File: src/rtl/uart_rx_if.sv
// Received-byte handshake between uart_rx and its consumer.
// Level-valid data with acknowledge, plus overrun and framing-error status.
interface uart_rx_if;
  logic [7:0] data;
  logic       data_valid;
  logic       data_ack;
  logic       overrun;
  logic       frame_error;

  modport master (
    output data,
    output data_valid,
    output overrun,
    output frame_error,
    input  data_ack
  );

  modport slave (
    input  data,
    input  data_valid,
    input  overrun,
    input  frame_error,
    output data_ack
  );
endinterface

File: src/rtl/uart_rx.sv
// 8N1 UART receiver with mid-bit sampling and a runtime bit period.
// Received bytes are held until acknowledged; overrun and framing errors are flagged.
module uart_rx #(
  parameter int SYNC_STAGES = 2
) (
  input  logic        clk,
  input  logic        nrst,
  input  logic [15:0] bit_period,
  input  logic        serial_in,
  output logic        busy,
  uart_rx_if.master   rx_if
);

  typedef enum logic [2:0] {
    S_IDLE,
    S_START,
    S_DATA,
    S_STOP,
    S_WAIT
  } state_t;

  state_t state_q, state_d;

  logic [SYNC_STAGES-1:0] sync_q;
  logic        rx;
  logic [15:0] cnt_q, cnt_d;
  logic [15:0] bp_q, bp_d;
  logic [15:0] bp_in;
  logic [15:0] half_m1;
  logic [15:0] bp_m1;
  logic [2:0]  idx_q, idx_d;
  logic [7:0]  sh_q, sh_d;
  logic [7:0]  data_q, data_d;
  logic        valid_q, valid_d;
  logic        ovr_q, ovr_d;
  logic        fe_q, fe_d;

  assign rx      = sync_q[SYNC_STAGES-1];
  assign bp_in   = (bit_period < 16'd4) ? 16'd4 : bit_period;
  assign half_m1 = (bp_q >> 1) - 16'd1;
  assign bp_m1   = bp_q - 16'd1;

  // Chain resets to ones so a reset never looks like a start bit
  always_ff @(posedge clk or negedge nrst) begin
    if (!nrst) begin
      sync_q <= '1;
    end else begin
      sync_q <= {sync_q[SYNC_STAGES-2:0], serial_in};
    end
  end

  always_ff @(posedge clk or negedge nrst) begin
    if (!nrst) begin
      state_q <= S_IDLE;
      cnt_q   <= '0;
      bp_q    <= '0;
      idx_q   <= '0;
      sh_q    <= '0;
      data_q  <= '0;
      valid_q <= 1'b0;
      ovr_q   <= 1'b0;
      fe_q    <= 1'b0;
    end else begin
      state_q <= state_d;
      cnt_q   <= cnt_d;
      bp_q    <= bp_d;
      idx_q   <= idx_d;
      sh_q    <= sh_d;
      data_q  <= data_d;
      valid_q <= valid_d;
      ovr_q   <= ovr_d;
      fe_q    <= fe_d;
    end
  end

  always_comb begin
    state_d = state_q;
    cnt_d   = cnt_q;
    bp_d    = bp_q;
    idx_d   = idx_q;
    sh_d    = sh_q;
    data_d  = data_q;
    valid_d = valid_q;
    ovr_d   = ovr_q;
    fe_d    = 1'b0;

    if (rx_if.data_ack && valid_q) begin
      valid_d = 1'b0;
      ovr_d   = 1'b0;
    end

    unique case (state_q)
      S_IDLE: begin
        if (!rx) begin
          bp_d    = bp_in;
          cnt_d   = '0;
          state_d = S_START;
        end
      end
      S_START: begin
        cnt_d = cnt_q + 16'd1;
        if (cnt_q == half_m1) begin
          if (rx) begin
            state_d = S_IDLE;
          end else begin
            cnt_d   = '0;
            idx_d   = '0;
            state_d = S_DATA;
          end
        end
      end
      S_DATA: begin
        cnt_d = cnt_q + 16'd1;
        if (cnt_q == bp_m1) begin
          sh_d  = {rx, sh_q[7:1]};
          cnt_d = '0;
          if (idx_q == 3'd7) begin
            state_d = S_STOP;
          end else begin
            idx_d = idx_q + 3'd1;
          end
        end
      end
      S_STOP: begin
        cnt_d = cnt_q + 16'd1;
        if (cnt_q == bp_m1) begin
          cnt_d = '0;
          if (rx) begin
            // A coincident ack consumes the old byte, so no overrun
            data_d  = sh_q;
            valid_d = 1'b1;
            ovr_d   = valid_q & ~rx_if.data_ack;
            state_d = S_IDLE;
          end else begin
            fe_d    = 1'b1;
            state_d = S_WAIT;
          end
        end
      end
      S_WAIT: begin
        if (rx) begin
          state_d = S_IDLE;
        end
      end
      default: begin
        state_d = S_IDLE;
      end
    endcase
  end

  assign busy              = (state_q != S_IDLE);
  assign rx_if.data        = data_q;
  assign rx_if.data_valid  = valid_q;
  assign rx_if.overrun     = ovr_q;
  assign rx_if.frame_error = fe_q;

endmodule

File: src/flat_wrapper.sv
// flat-port wrapper written by rule: the top's interface ports become plain ports
module uart_rx_flat 
#(
  parameter int SYNC_STAGES = 2
)
  (clk, nrst, bit_period, serial_in, busy, rx_if_data, rx_if_data_valid, rx_if_overrun, rx_if_frame_error, rx_if_data_ack);
  uart_rx_if rx_if_i ();
  input  logic clk;
  input  logic nrst;
  input  logic [15:0] bit_period;
  input  logic serial_in;
  output logic busy;
  output wire logic [$bits(rx_if_i.data)-1:0] rx_if_data;
  output wire logic [$bits(rx_if_i.data_valid)-1:0] rx_if_data_valid;
  output wire logic [$bits(rx_if_i.overrun)-1:0] rx_if_overrun;
  output wire logic [$bits(rx_if_i.frame_error)-1:0] rx_if_frame_error;
  input wire logic [$bits(rx_if_i.data_ack)-1:0] rx_if_data_ack;
  assign rx_if_data = rx_if_i.data;
  assign rx_if_data_valid = rx_if_i.data_valid;
  assign rx_if_overrun = rx_if_i.overrun;
  assign rx_if_frame_error = rx_if_i.frame_error;
  assign rx_if_i.data_ack = rx_if_data_ack;
  uart_rx #(.SYNC_STAGES(SYNC_STAGES)) u_core (.clk(clk), .nrst(nrst), .bit_period(bit_period), .serial_in(serial_in), .busy(busy), .rx_if(rx_if_i));
endmodule
File: config.mk
export PLATFORM = sky130hd
export DESIGN_NAME = uart_rx_flat
export DESIGN_NICKNAME = d
export VERILOG_FILES = /design/src/rtl/uart_rx_if.sv /design/src/rtl/uart_rx.sv /design/src/flat_wrapper.sv
export SDC_FILE = /design/constraint.sdc
export NUM_CORES = 1
export LEC_CHECK = 0
export ABC_AREA = 1
export ABC_CLOCK_PERIOD_IN_PS = 3000
export BUFFER_PORTS_ARGS = -buffer_cell sky130_fd_sc_hd__buf_2
export CORE_MARGIN = 2
export CORE_UTILIZATION = 55
export CTS_CLUSTER_DIAMETER = 40
export DETAILED_ROUTE_END_ITERATION = 8
export PLACE_DENSITY = 0.82
export SLEW_MARGIN = 15
export SYNTH_ARGS = -nofsm -noshare
export SYNTH_HDL_FRONTEND = slang
export SYNTH_SLANG_ARGS = --single-unit
File: constraint.sdc
create_clock -name clk -period 3 [get_ports clk]
set_clock_uncertainty 0.2 [all_clocks]
set_input_delay 0.3 -clock clk [delete_from_list [all_inputs] [get_ports clk]]
set_output_delay 0.3 -clock clk [all_outputs]
set_load 0.03 [all_outputs]
==> flow_metrics.py, run 1 <==
metrics = {
    "timing": {
        "grt_setup_unrepaired": "no",
        "achievable-frequency_ghz": 0.362,
        "hold_violations": 0,
        "worst_slew_pin_slew_ns": 0.855,
        "final_max_slew_viol_count": 0,
        "setup_slack_after_layout_ns": 0.240,
        "worst_slew_margin_pct": 43.0,
        "totalNegativeSetupSlack_ns": 0,
        "layout_worst_path_cycle_share_pct": 92.0,
        "crit_path_time_final_ns": 2.76,
        "finalSetupViolCount": 0,
    },
    "layout": {
        "layout_commonest_cell": "sky130_fd_sc_hd__nand2_1",
        "highest_count_cells_in_the_layout_ignoring_fill_and_taps": "210 x sky130_fd_sc_hd__nand2_1, 73 x sky130_fd_sc_hd__inv_1, 57 x sky130_fd_sc_hd__dfrtp_1, 48 x sky130_fd_sc_hd__nor2_1, 40 x sky130_fd_sc_hd__nand3_1",
        "diodes": 0,
        "layout-area-overhead-vs-synth_pct": 15.0,
        "final_net_count": 669,
        "final_core_utilization_pct": 65.6,
        "finish.instance_area_um2": 4760,
        "final_layout_size_suffix_gt1_share_pct": 16.2,
    },
    "grt": {
        "antenna_found_initial": 0,
        "first_pass_grt_wire_length_um": 18400,
        "track_usage_pct": 28.3,
        "grt_remaining_overflow": 0,
        "first_global_vias": 3894,
        "grt_start_max_net_pins": 40,
    },
    "worst_setup_path": {
        "worst_setup_path_start_kind": "flop",
        "r2r_cells": 14,
        "worst-r2r-setup-slack_ns": 0.24,
        "worst-setup-path-type": "reg2reg",
        "cp_max_fo": 16,
        "timing.rr.end": "u_core.sh_q[3]",
        "critical_path.reg2reg.startpoint": "u_core.bp_q[1]",
        "endpoint_kind": "flop",
        "worst_setup_path_startpoint": "u_core.bp_q[1]",
        "critPathArrivalTime_ns": 2.80,
        "critical_path_required_ns": 3.04,
        "endpoint": "u_core.sh_q[3]",
    },
    "routing": {
        "dr_pass1_iterations": 5,
        "drtIter0Drc": 212,
        "detailroute.via_count": 3845,
        "drt.antenna.violating_nets": 0,
        "drc_errors": 0,
        "drt_wl_total_um": 10800,
        "avgViaCountPerCell": 5.14,
        "route.detailed.wl_per_inst_um": 14.4,
    },
    "clock_network": {
        "cts_root_buffer": "sky130_fd_sc_hd__clkbuf_8",
        "clk_latency_ns": 0.35,
        "cts_inserted_buffers": 9,
        "tritoncts": "built",
        "max-clock-path-buffers": 2,
        "cts.sinks": 59,
        "worst_setup_hold_path_clk_slew_ns": 0.07,
        "cts-htree-levels": 3,
        "cts_post_setup_buffers_inserted": 0,
    },
    "floorplan": {
        "rows": 31,
        "start_util_pct": 57.0,
        "die_w_um": 90.7,
        "chipHeight_um": 90.7,
        "area_of_the_die_um2": 8230,
        "floorplan.core_area_um2": 7250,
        "i_o_pins": 32,
    },
    "logic_synthesis": {
        "synth_cell_type_count": 33,
        "synth_area_per_cell_um2": 6.89,
        "yosys_register_bits": 59,
        "syn_nets": 625,
        "proportion_of_synthesized_chip_area_in_sequential_cells_pct": 35.8,
        "mappedNetlistArea_um2": 4140,
        "synth_cells": 600,
        "synth.yosys.warnings": 0,
    },
    "pwr": {
        "p_int_mw": 2.24,
        "worst_ir_drop_vdd_mv": 0.574,
        "p_comb_share_pct": 47.6,
        "sequentialPowerShare_pct": 30.5,
        "p_clk_share_pct": 22.0,
        "netSwitchingPower_mw": 1.97,
        "power.switching_fraction_pct": 46.8,
        "p_leak_nw": 2.49,
        "power.density_cell_area_nw_per_um2": 884,
        "power.total_mw": 4.20,
    },
    "hold_path": {
        "hold_path_class": "in2reg",
    },
    "run_status": {
        "run_status": "complete, no violations",
    },
    "place": {
        "detailed_place.area_um2": 4360,
        "dpl.hpwl_um": 8120,
        "post-place-ws_ns": 0.102,
        "port_buffers": 31,
        "last_weighted_congestion_value_of_the_routability_driven_placer": 1.02,
    },
    "flow_run": {
        "count_of_max_cap_constraint_violations": 0,
    },
}
registers in the layout, summed over array words and instances (netlist names):
name,flops
u_core.bp_q,16
u_core.cnt_q,16
u_core.rx_if.data,8
u_core.sh_q,8
u_core.idx_q,3
u_core.state_q,3
u_core.sync_q,2
u_core.rx_if.data_valid,1
u_core.rx_if.frame_error,1
u_core.rx_if.overrun,1
cells by family (layout without fill, tap and decap cells):
group	count (synthesis)	in the layout	share of synthesized area, %
flops	59	59	35.8
buf+inv	97	146	9.71
compound gates	40	40	5.84
simple gates	358	358	38.5
xor+xnor	41	41	8.68
fa+ha+maj	5	5	1.51
synthesized netlist by cell type, drive strengths merged:
library cell / instances / area share [%]
ha: 5 / 1.5
nand3b: 2 / 0.36
nand2: 222 / 21
o21ai: 36 / 5.2
dfrtp: 57 / 34
xor2: 28 / 5.9
buf: 7 / 1.5
o21bai: 1 / 0.18
nand4: 15 / 2.4
nor3: 4 / 0.48
clkbuf: 9 / 0.85
nand3: 42 / 5.3
nor2: 67 / 8.2
clkinv: 3 / 0.27
or2: 2 / 0.30
inv: 78 / 7.1
a22oi: 1 / 0.18
xnor2: 13 / 2.8
o22ai: 2 / 0.30
dfstp: 2 / 1.3
nor4: 4 / 0.60
final cells by class:
class | instances | area (µm²)
clock inverters | 6 | 113
flip-flops and latches | 59 | 1480
inverters | 81 | 304
repair buffers | 49 | 323
fillers | 647 | 2500
multi-input cells | 444 | 2280
clock buffers | 10 | 138
well taps | 99 | 124
how the worst min path moves through the flow:
stage / from / slack [ns] / cells past startpoint / endpoint
after floorplan: nrst / -0.20 / 0 / u_core.bp_q[0]
after global placement: u_core.sync_q[0] / 0.15 / 0 / u_core.sync_q[1]
after detailed placement: u_core.sync_q[0] / 0.15 / 0 / u_core.sync_q[1]
after CTS: bit_period[15] / 0.007 / 3 / u_core.bp_q[15]
after global routing: bit_period[14] / 0.02 / 3 / u_core.bp_q[14]
final: bit_period[15] / 0.006 / 3 / u_core.bp_q[15]
critical path, cell delays in order (launching register included):
cell	delay, ns
sky130_fd_sc_hd__dfrtp_1	0.41
sky130_fd_sc_hd__inv_1	0.14
sky130_fd_sc_hd__ha_1	0.25
sky130_fd_sc_hd__inv_2	0.06
sky130_fd_sc_hd__nor2_1	0.12
sky130_fd_sc_hd__inv_1	0.10
sky130_fd_sc_hd__nor2_4	0.16
sky130_fd_sc_hd__nand2_1	0.08
sky130_fd_sc_hd__xor2_1	0.22
sky130_fd_sc_hd__nand2_2	0.10
sky130_fd_sc_hd__nor2_4	0.18
sky130_fd_sc_hd__nand3_2	0.13
sky130_fd_sc_hd__or2_4	0.34
sky130_fd_sc_hd__nand2_1	0.10
sky130_fd_sc_hd__o21ai_2	0.05
per-stage QoR:
stage | hold slack [ns] | cells
after floorplan | -0.196 | 600
after global placement | 0.146 | 719
after detailed placement | 0.149 | 719
after CTS | 0.00660 | 748
after global routing | 0.0204 | 748
final | 0.00638 | 748
power by group through the flow:
stage | registers, mW | logic, mW | clock network (mW)
after CTS | 1.27 | 1.96 | 0.932
after floorplan | 1.16 | 1.56 | 0
after global placement | 1.28 | 1.89 | 0
after global routing | 1.30 | 2.27 | 0.961
after detailed placement | 1.29 | 1.93 | 0
final | 1.28 | 2.00 | 0.923
metal layers:
metal | wire [µm] | global-route usage (%) | vias to the layer above
li1 | - | - | 1946
met1 | 4700 | 36.0 | 1765
met2 | 5250 | 49.9 | 111
met3 | 603 | 3.01 | 23
met4 | 220 | 10.1 | 0
met5 | 0 | 0 | -
repair_timing:
item,in CTS,in global routing
hold endpoints to repair,47,0
resized for setup,0,6
hold buffers,13,0
setup endpoints to repair,0,32
(Power assumes the default switching activity.)
==> inputs of run 2 (changes only) <==
CORE_ASPECT_RATIO = 1.25   (was not set)
PLACE_DENSITY = 0.7   (was 0.82)
==> run 2 against run 1 <==
Count of clock-buffer cells in the layout is 2 higher. Final cell count is 0.67% lower. Hold slack better by 0.0080 ns. Maximum frequency is 1.6% higher. Utilization is 1.1 points lower. Global-route usage is 1.7 points lower. Sequential share of layout area is 0.26 points higher. Via count is 3.0% lower. Wire length is 9.6% lower.
==> flow_metrics.py, run 2 (same netlist as run 1, synthesis figures left out) <==
metrics = {
    "routing": {
        "detailroute.via_count": 3731,
        "drc_errors": 0,
        "drt_wl_total_um": 9740,
        "route.detailed.wl_per_inst_um": 13.1,
        "dr_pass1_iterations": 4,
        "drt.antenna.violating_nets": 0,
        "drtIter0Drc": 125,
        "avgViaCountPerCell": 5.02,
    },
    "place": {
        "placedCellCount": 711,
        "port_buffers": 31,
        "detailed_place.area_um2": 4340,
        "post-place-ws_ns": 0.0247,
        "dpl.hpwl_um": 7490,
        "last_weighted_congestion_value_of_the_routability_driven_placer": 0.934,
    },
    "clock_network": {
        "worst_setup_hold_path_clk_slew_ns": 0.08,
        "cts.sinks": 59,
        "tritoncts": "built",
        "cts_inserted_buffers": 9,
        "clk_latency_ns": 0.35,
        "cts_root_buffer": "sky130_fd_sc_hd__clkbuf_8",
        "cts-htree-levels": 3,
        "max-clock-path-buffers": 2,
        "cts_post_setup_buffers_inserted": 0,
    },
    "layout": {
        "highest_count_cells_in_the_layout_ignoring_fill_and_taps": "210 x sky130_fd_sc_hd__nand2_1, 73 x sky130_fd_sc_hd__inv_1, 57 x sky130_fd_sc_hd__dfrtp_1, 47 x sky130_fd_sc_hd__nor2_1, 40 x sky130_fd_sc_hd__nand3_1",
        "finish.instance_area_um2": 4720,
        "layout-area-overhead-vs-synth_pct": 14.1,
        "final_core_utilization_pct": 64.5,
        "diodes": 0,
        "layout_commonest_cell": "sky130_fd_sc_hd__nand2_1",
        "largestRegisters": "u_core.bp_q: 16 flops, u_core.cnt_q: 16 flops",
        "layout.cells.non_filler": 743,
        "final_layout_size_suffix_gt1_share_pct": 15.8,
        "final_net_count": 671,
    },
    "worst_setup_path": {
        "worst-setup-path-type": "reg2reg",
        "cp_max_fo": 16,
        "critical_path_required_ns": 3.04,
        "endpoint_kind": "flop",
        "critPathArrivalTime_ns": 2.75,
        "worst_setup_path_start_kind": "flop",
    },
    "floorplan": {
        "start_util_pct": 56.6,
        "area_of_the_die_um2": 8230,
        "rows": 35,
        "i_o_pins": 32,
        "chipHeight_um": 101,
        "floorplan.core_area_um2": 7310,
        "die_w_um": 81.6,
    },
    "timing": {
        "hold_violations": 0,
        "layout_worst_path_cycle_share_pct": 90.5,
        "fin_worst_hold_slack_ns": 0.0144,
        "setup_slack_after_layout_ns": 0.284,
        "finalSetupViolCount": 0,
        "worst_slew_pin_slew_ns": 0.570,
        "achievable-frequency_ghz": 0.368,
        "crit_path_time_final_ns": 2.72,
        "final_max_slew_viol_count": 0,
        "totalNegativeSetupSlack_ns": 0,
        "worst_slew_margin_pct": 62.0,
    },
    "grt": {
        "first_pass_grt_wire_length_um": 16600,
        "track_usage_pct": 26.6,
        "antenna_found_initial": 0,
        "grt_start_max_net_pins": 35,
        "first_global_vias": 3674,
        "grt_remaining_overflow": 0,
    },
    "pwr": {
        "power.total_mw": 3.97,
        "p_leak_nw": 2.47,
        "power.density_cell_area_nw_per_um2": 841,
        "worst_ir_drop_vdd_mv": 0.634,
    },
    "hold_path": {
        "hold_path_class": "in2reg",
    },
    "flow_run": {
        "count_of_max_cap_constraint_violations": 0,
    },
    "run_status": {
        "run_status": "complete, no violations",
    },
}
run 2: path summary, 6_finish.rpt:
kind	end	startpoint	slack (ns)	cells past startpoint
setup / recovery	u_core.sh_q[2]	u_core.bp_q[0]	0.28	16
max in group asynchronous	u_core.sync_q[0]	nrst	1.42	3
min in group asynchronous	u_core.cnt_q[4]	nrst	0.28	2
hold reg to reg	u_core.sync_q[1]	u_core.sync_q[0]	0.16	0
hold / removal	u_core.bp_q[1]	bit_period[1]	0.01	3
setup reg to reg	u_core.sh_q[2]	u_core.bp_q[0]	0.28	16
run 2: worst max-delay path, stage by stage (launching register included):
cell and delay, ns:
sky130_fd_sc_hd__dfrtp_1 0.45, sky130_fd_sc_hd__inv_1 0.19, sky130_fd_sc_hd__ha_2 0.27, sky130_fd_sc_hd__inv_1 0.08, sky130_fd_sc_hd__nand2_1 0.07, sky130_fd_sc_hd__nand2_1 0.07
sky130_fd_sc_hd__nand2_1 0.09, sky130_fd_sc_hd__nand2_1 0.06, sky130_fd_sc_hd__nor2_1 0.08, sky130_fd_sc_hd__nand2_1 0.05, sky130_fd_sc_hd__nor2_1 0.11, sky130_fd_sc_hd__nand3_1 0.11
sky130_fd_sc_hd__nor2_4 0.17, sky130_fd_sc_hd__nand3_2 0.12, sky130_fd_sc_hd__or2_4 0.34, sky130_fd_sc_hd__nand2_1 0.10, sky130_fd_sc_hd__o21ai_2 0.05
run 2: area by class of cell:
class / count / area [µm²]
multi-input cells: 444 / 2280
fillers: 662 / 2590
repair buffers: 51 / 345
well taps: 92 / 115
clock inverters: 4 / 50.0
clock buffers: 12 / 145
flip-flops and latches: 59 / 1480
inverters: 81 / 304
run 2: repair_timing:
action                                 4_1_cts  5_1_grt
setup endpoints to repair                    6       36
endpoints found under the hold margin       40        0
gates resized for setup                      1        6
hold buffers                                16        0
run 2: routing by layer:
| metal | global-route usage, % | vias up | share of wire, % |
|---|---|---|---|
| met5 | 0 | - | 0 |
| met4 | 13.4 | 0 | 4.0 |
| met3 | 3.76 | 23 | 3.0 |
| met2 | 45.2 | 79 | 49 |
| met1 | 32.4 | 1679 | 44 |
| li1 | - | 1950 | - |
run 2: where the power goes:
| part | switching [mW] | total [mW] | internal (mW) |
|---|---|---|---|
| Combinational | 1.27 | 1.97 | 0.701 |
| Clock | 0.335 | 0.740 | 0.405 |
| Sequential | 0.301 | 1.26 | 0.960 |
==> inputs of run 3 (changes only) <==
--- a/config.mk
+++ b/config.mk
@@ -11,8 +11,8 @@
 export CORE_ASPECT_RATIO = 1.25
 export CORE_MARGIN = 2
-export CORE_UTILIZATION = 55
+export CORE_UTILIZATION = 30
 export CTS_CLUSTER_DIAMETER = 40
 export DETAILED_ROUTE_END_ITERATION = 8
-export PLACE_DENSITY = 0.7
+export PLACE_DENSITY = 0.42
 export SLEW_MARGIN = 15
 export SYNTH_ARGS = -nofsm -noshare
==> constraint.sdc (replaced) <==
create_clock -name clk -period 3 [get_ports clk]
set_clock_uncertainty 0.2 [all_clocks]
set_input_delay 0.45 -clock clk [delete_from_list [all_inputs] [get_ports clk]]
set_output_delay 0.45 -clock clk [all_outputs]
set_load 0.03 [all_outputs]
==> run 3 against run 2 <==
Maximum frequency decreased by 1.0%. Register-to-register slack got worse by 0.03 ns. Flip-flop and latch count unchanged.
==> flow_metrics.py, run 3 (same netlist as run 1, synthesis figures left out) <==
metrics = {
    "worst_setup_path": {
        "endpoint": "u_core.sh_q[4]",
        "timing.rr.end": "u_core.sh_q[4]",
        "worst_setup_path_start_kind": "flop",
        "cp_max_fo": 16,
        "crit_path_cell_trace": "inv_1 > ha_2 > inv_1 > nand2_1 > nand2_1 > nand2_1 > nand2_1 > nor2_1 > nand2_1 > nor2_1 > nand3_1 > nor2_4 > nand3_2 > or2_4 > nand2_1 > o21ai_2",
        "worst-r2r-setup-slack_ns": 0.26,
        "cp.buffers_inverters": 2,
        "critical_path_required_ns": 3.01,
        "timing.critical_path.depth": 16,
        "worst_path_max_delay_cell": "sky130_fd_sc_hd__dfrtp_1",
        "critPathArrivalTime_ns": 2.76,
        "worst_path_largest_cell_delay_ns": 0.43,
        "top_cell_family_by_delay_on_the_critical_path": "simple AND/OR/NAND/NOR gates",
        "crit_top_cell": "sky130_fd_sc_hd__nand2_1",
        "critical_path.reg2reg.startpoint": "u_core.bp_q[0]",
        "endpoint_kind": "flop",
        "r2r_cells": 16,
        "worst_setup_path_startpoint": "u_core.bp_q[0]",
        "worst-setup-path-type": "reg2reg",
    },
    "pwr": {
        "p_comb_share_pct": 46.3,
        "power.total_mw": 4.31,
        "netSwitchingPower_mw": 2.00,
        "p_int_mw": 2.30,
        "worst_ir_drop_vdd_mv": 0.376,
        "p_leak_nw": 2.45,
        "sequentialPowerShare_pct": 29.4,
        "p_clk_share_pct": 24.3,
        "power.switching_fraction_pct": 46.5,
        "power.density_cell_area_nw_per_um2": 898,
    },
    "layout": {
        "final_layout_size_suffix_gt1_share_pct": 16.5,
        "largestRegisters": "u_core.bp_q: 16 flops, u_core.cnt_q: 16 flops",
        "layout-area-overhead-vs-synth_pct": 15.9,
        "final_net_count": 656,
        "layout.cells.non_filler": 811,
        "diodes": 0,
        "highest_count_cells_in_the_layout_ignoring_fill_and_taps": "210 x sky130_fd_sc_hd__nand2_1, 73 x sky130_fd_sc_hd__inv_1, 57 x sky130_fd_sc_hd__dfrtp_1, 47 x sky130_fd_sc_hd__nor2_1, 40 x sky130_fd_sc_hd__nand3_1",
        "filler_cell_count": 1469,
        "layout_commonest_cell": "sky130_fd_sc_hd__nand2_1",
        "sequential_cell_area_um2": 1480,
        "multiInputGateArea_um2": 2280,
    },
    "place": {
        "port_buffers": 31,
        "placedCellCount": 794,
        "last_weighted_congestion_value_of_the_routability_driven_placer": 0.888,
        "dpl.hpwl_um": 8620,
        "post-place-ws_ns": -0.0253,
    },
    "timing": {
        "crit_path_time_final_ns": 2.74,
        "achievable-frequency_ghz": 0.364,
        "final_max_slew_viol_count": 0,
        "worst_slew_pin_slew_ns": 0.710,
        "layout_worst_path_cycle_share_pct": 91.5,
        "fin_worst_hold_slack_ns": 0.0201,
        "setup_slack_after_layout_ns": 0.256,
        "finalSetupViolCount": 0,
        "hold_violations": 0,
        "worst_slew_margin_pct": 52.7,
    },
    "floorplan": {
        "start_util_pct": 30.3,
        "i_o_pins": 32,
        "die_w_um": 109,
        "chipHeight_um": 135,
        "floorplan.core_area_um2": 13600,
        "rows": 48,
        "area_of_the_die_um2": 14700,
    },
    "clock_network": {
        "cts-htree-levels": 3,
        "cts_root_buffer": "sky130_fd_sc_hd__clkbuf_16",
        "max-clock-path-buffers": 2,
        "clk_latency_ns": 0.33,
        "cts_inserted_buffers": 9,
        "tritoncts": "built",
        "worst_setup_hold_path_clk_slew_ns": 0.05,
        "cts_post_setup_buffers_inserted": 0,
        "cts.sinks": 59,
    },
    "flow_run": {
        "count_of_max_cap_constraint_violations": 0,
    },
    "routing": {
        "drc_errors": 0,
        "avgViaCountPerCell": 4.47,
        "drtIter0Drc": 192,
        "route.detailed.wl_per_inst_um": 13.3,
        "drt.antenna.violating_nets": 0,
        "dr_pass1_iterations": 5,
        "drt_wl_total_um": 10800,
        "detailroute.via_count": 3627,
    },
    "grt": {
        "first_global_vias": 3460,
        "first_pass_grt_wire_length_um": 17600,
        "grt_remaining_overflow": 0,
        "antenna_found_initial": 0,
        "track_usage_pct": 15.7,
        "grt_start_max_net_pins": 32,
    },
    "run_status": {
        "run_status": "complete, no violations",
    },
    "hold_path": {
        "hold_path_class": "in2reg",
    },
}
-- run 3: changes by cell type in the layout (fill, tap and decap cells not counted), sizes merged --
cell	before	now
dlygate4sd3	16	1
clkbuf	12	9
clkinv	4	6
clkinvlp	2	3
-- run 3: per-layer routing --
metal	track usage [%]	up-vias	routed length [µm]
li1	-	1925	-
met1	19.6	1616	4870
met2	25.8	68	5170
met3	2.65	18	336
met4	8.19	0	397
met5	0	-	0
-- run 3: worst min-delay path by stage --
stage | cells past startpoint | startpoint | end | slack [ns]
floorplan | 0 | nrst | u_core.bp_q[0] | -0.05
global placement | 0 | u_core.sync_q[0] | u_core.sync_q[1] | 0.15
detailed placement | 0 | u_core.sync_q[0] | u_core.sync_q[1] | 0.15
CTS | 1 | serial_in | u_core.sync_q[0] | 0.01
global route | 1 | serial_in | u_core.sync_q[0] | 0.009
finish | 1 | serial_in | u_core.sync_q[0] | 0.02
-- run 3: timing repair --
action,in CTS,in global routing
hold buffers,1,0
setup endpoints to repair,8,38
endpoints found under the hold margin,5,0
gates resized for setup,1,6
-- run 3: layout make-up --
cell class / instances / share of cell area, %
timing repair buffer: 36 / 4.33
clock inverter: 7 / 1.64
multi-input combinational: 444 / 47.6
sequential: 59 / 30.9
inverter: 81 / 6.34
clock buffer: 9 / 4.70
tap: 175 / 4.57
-- run 3: power groups by stage --
stage	combinational [mW]	clock, mW	sequential, mW
after floorplan	1.56	0	1.16
after global placement	1.98	0	1.28
after detailed placement	1.98	0	1.28
after CTS	1.99	1.08	1.27
after global routing	2.28	1.11	1.30
final	1.99	1.05	1.27
-- run 3: stage by stage --
stage          setup TNS (ns)  util, %  area [µm²]
5_1_grt              -0.00214     35.2        4790
3_5_place_dp          -0.0939     32.7        4460
4_1_cts                     0     35.0        4770
2_1_floorplan               0        -        4140
3_3_place_gp           -0.468     32.7        4460
6_report                    0     35.2        4790
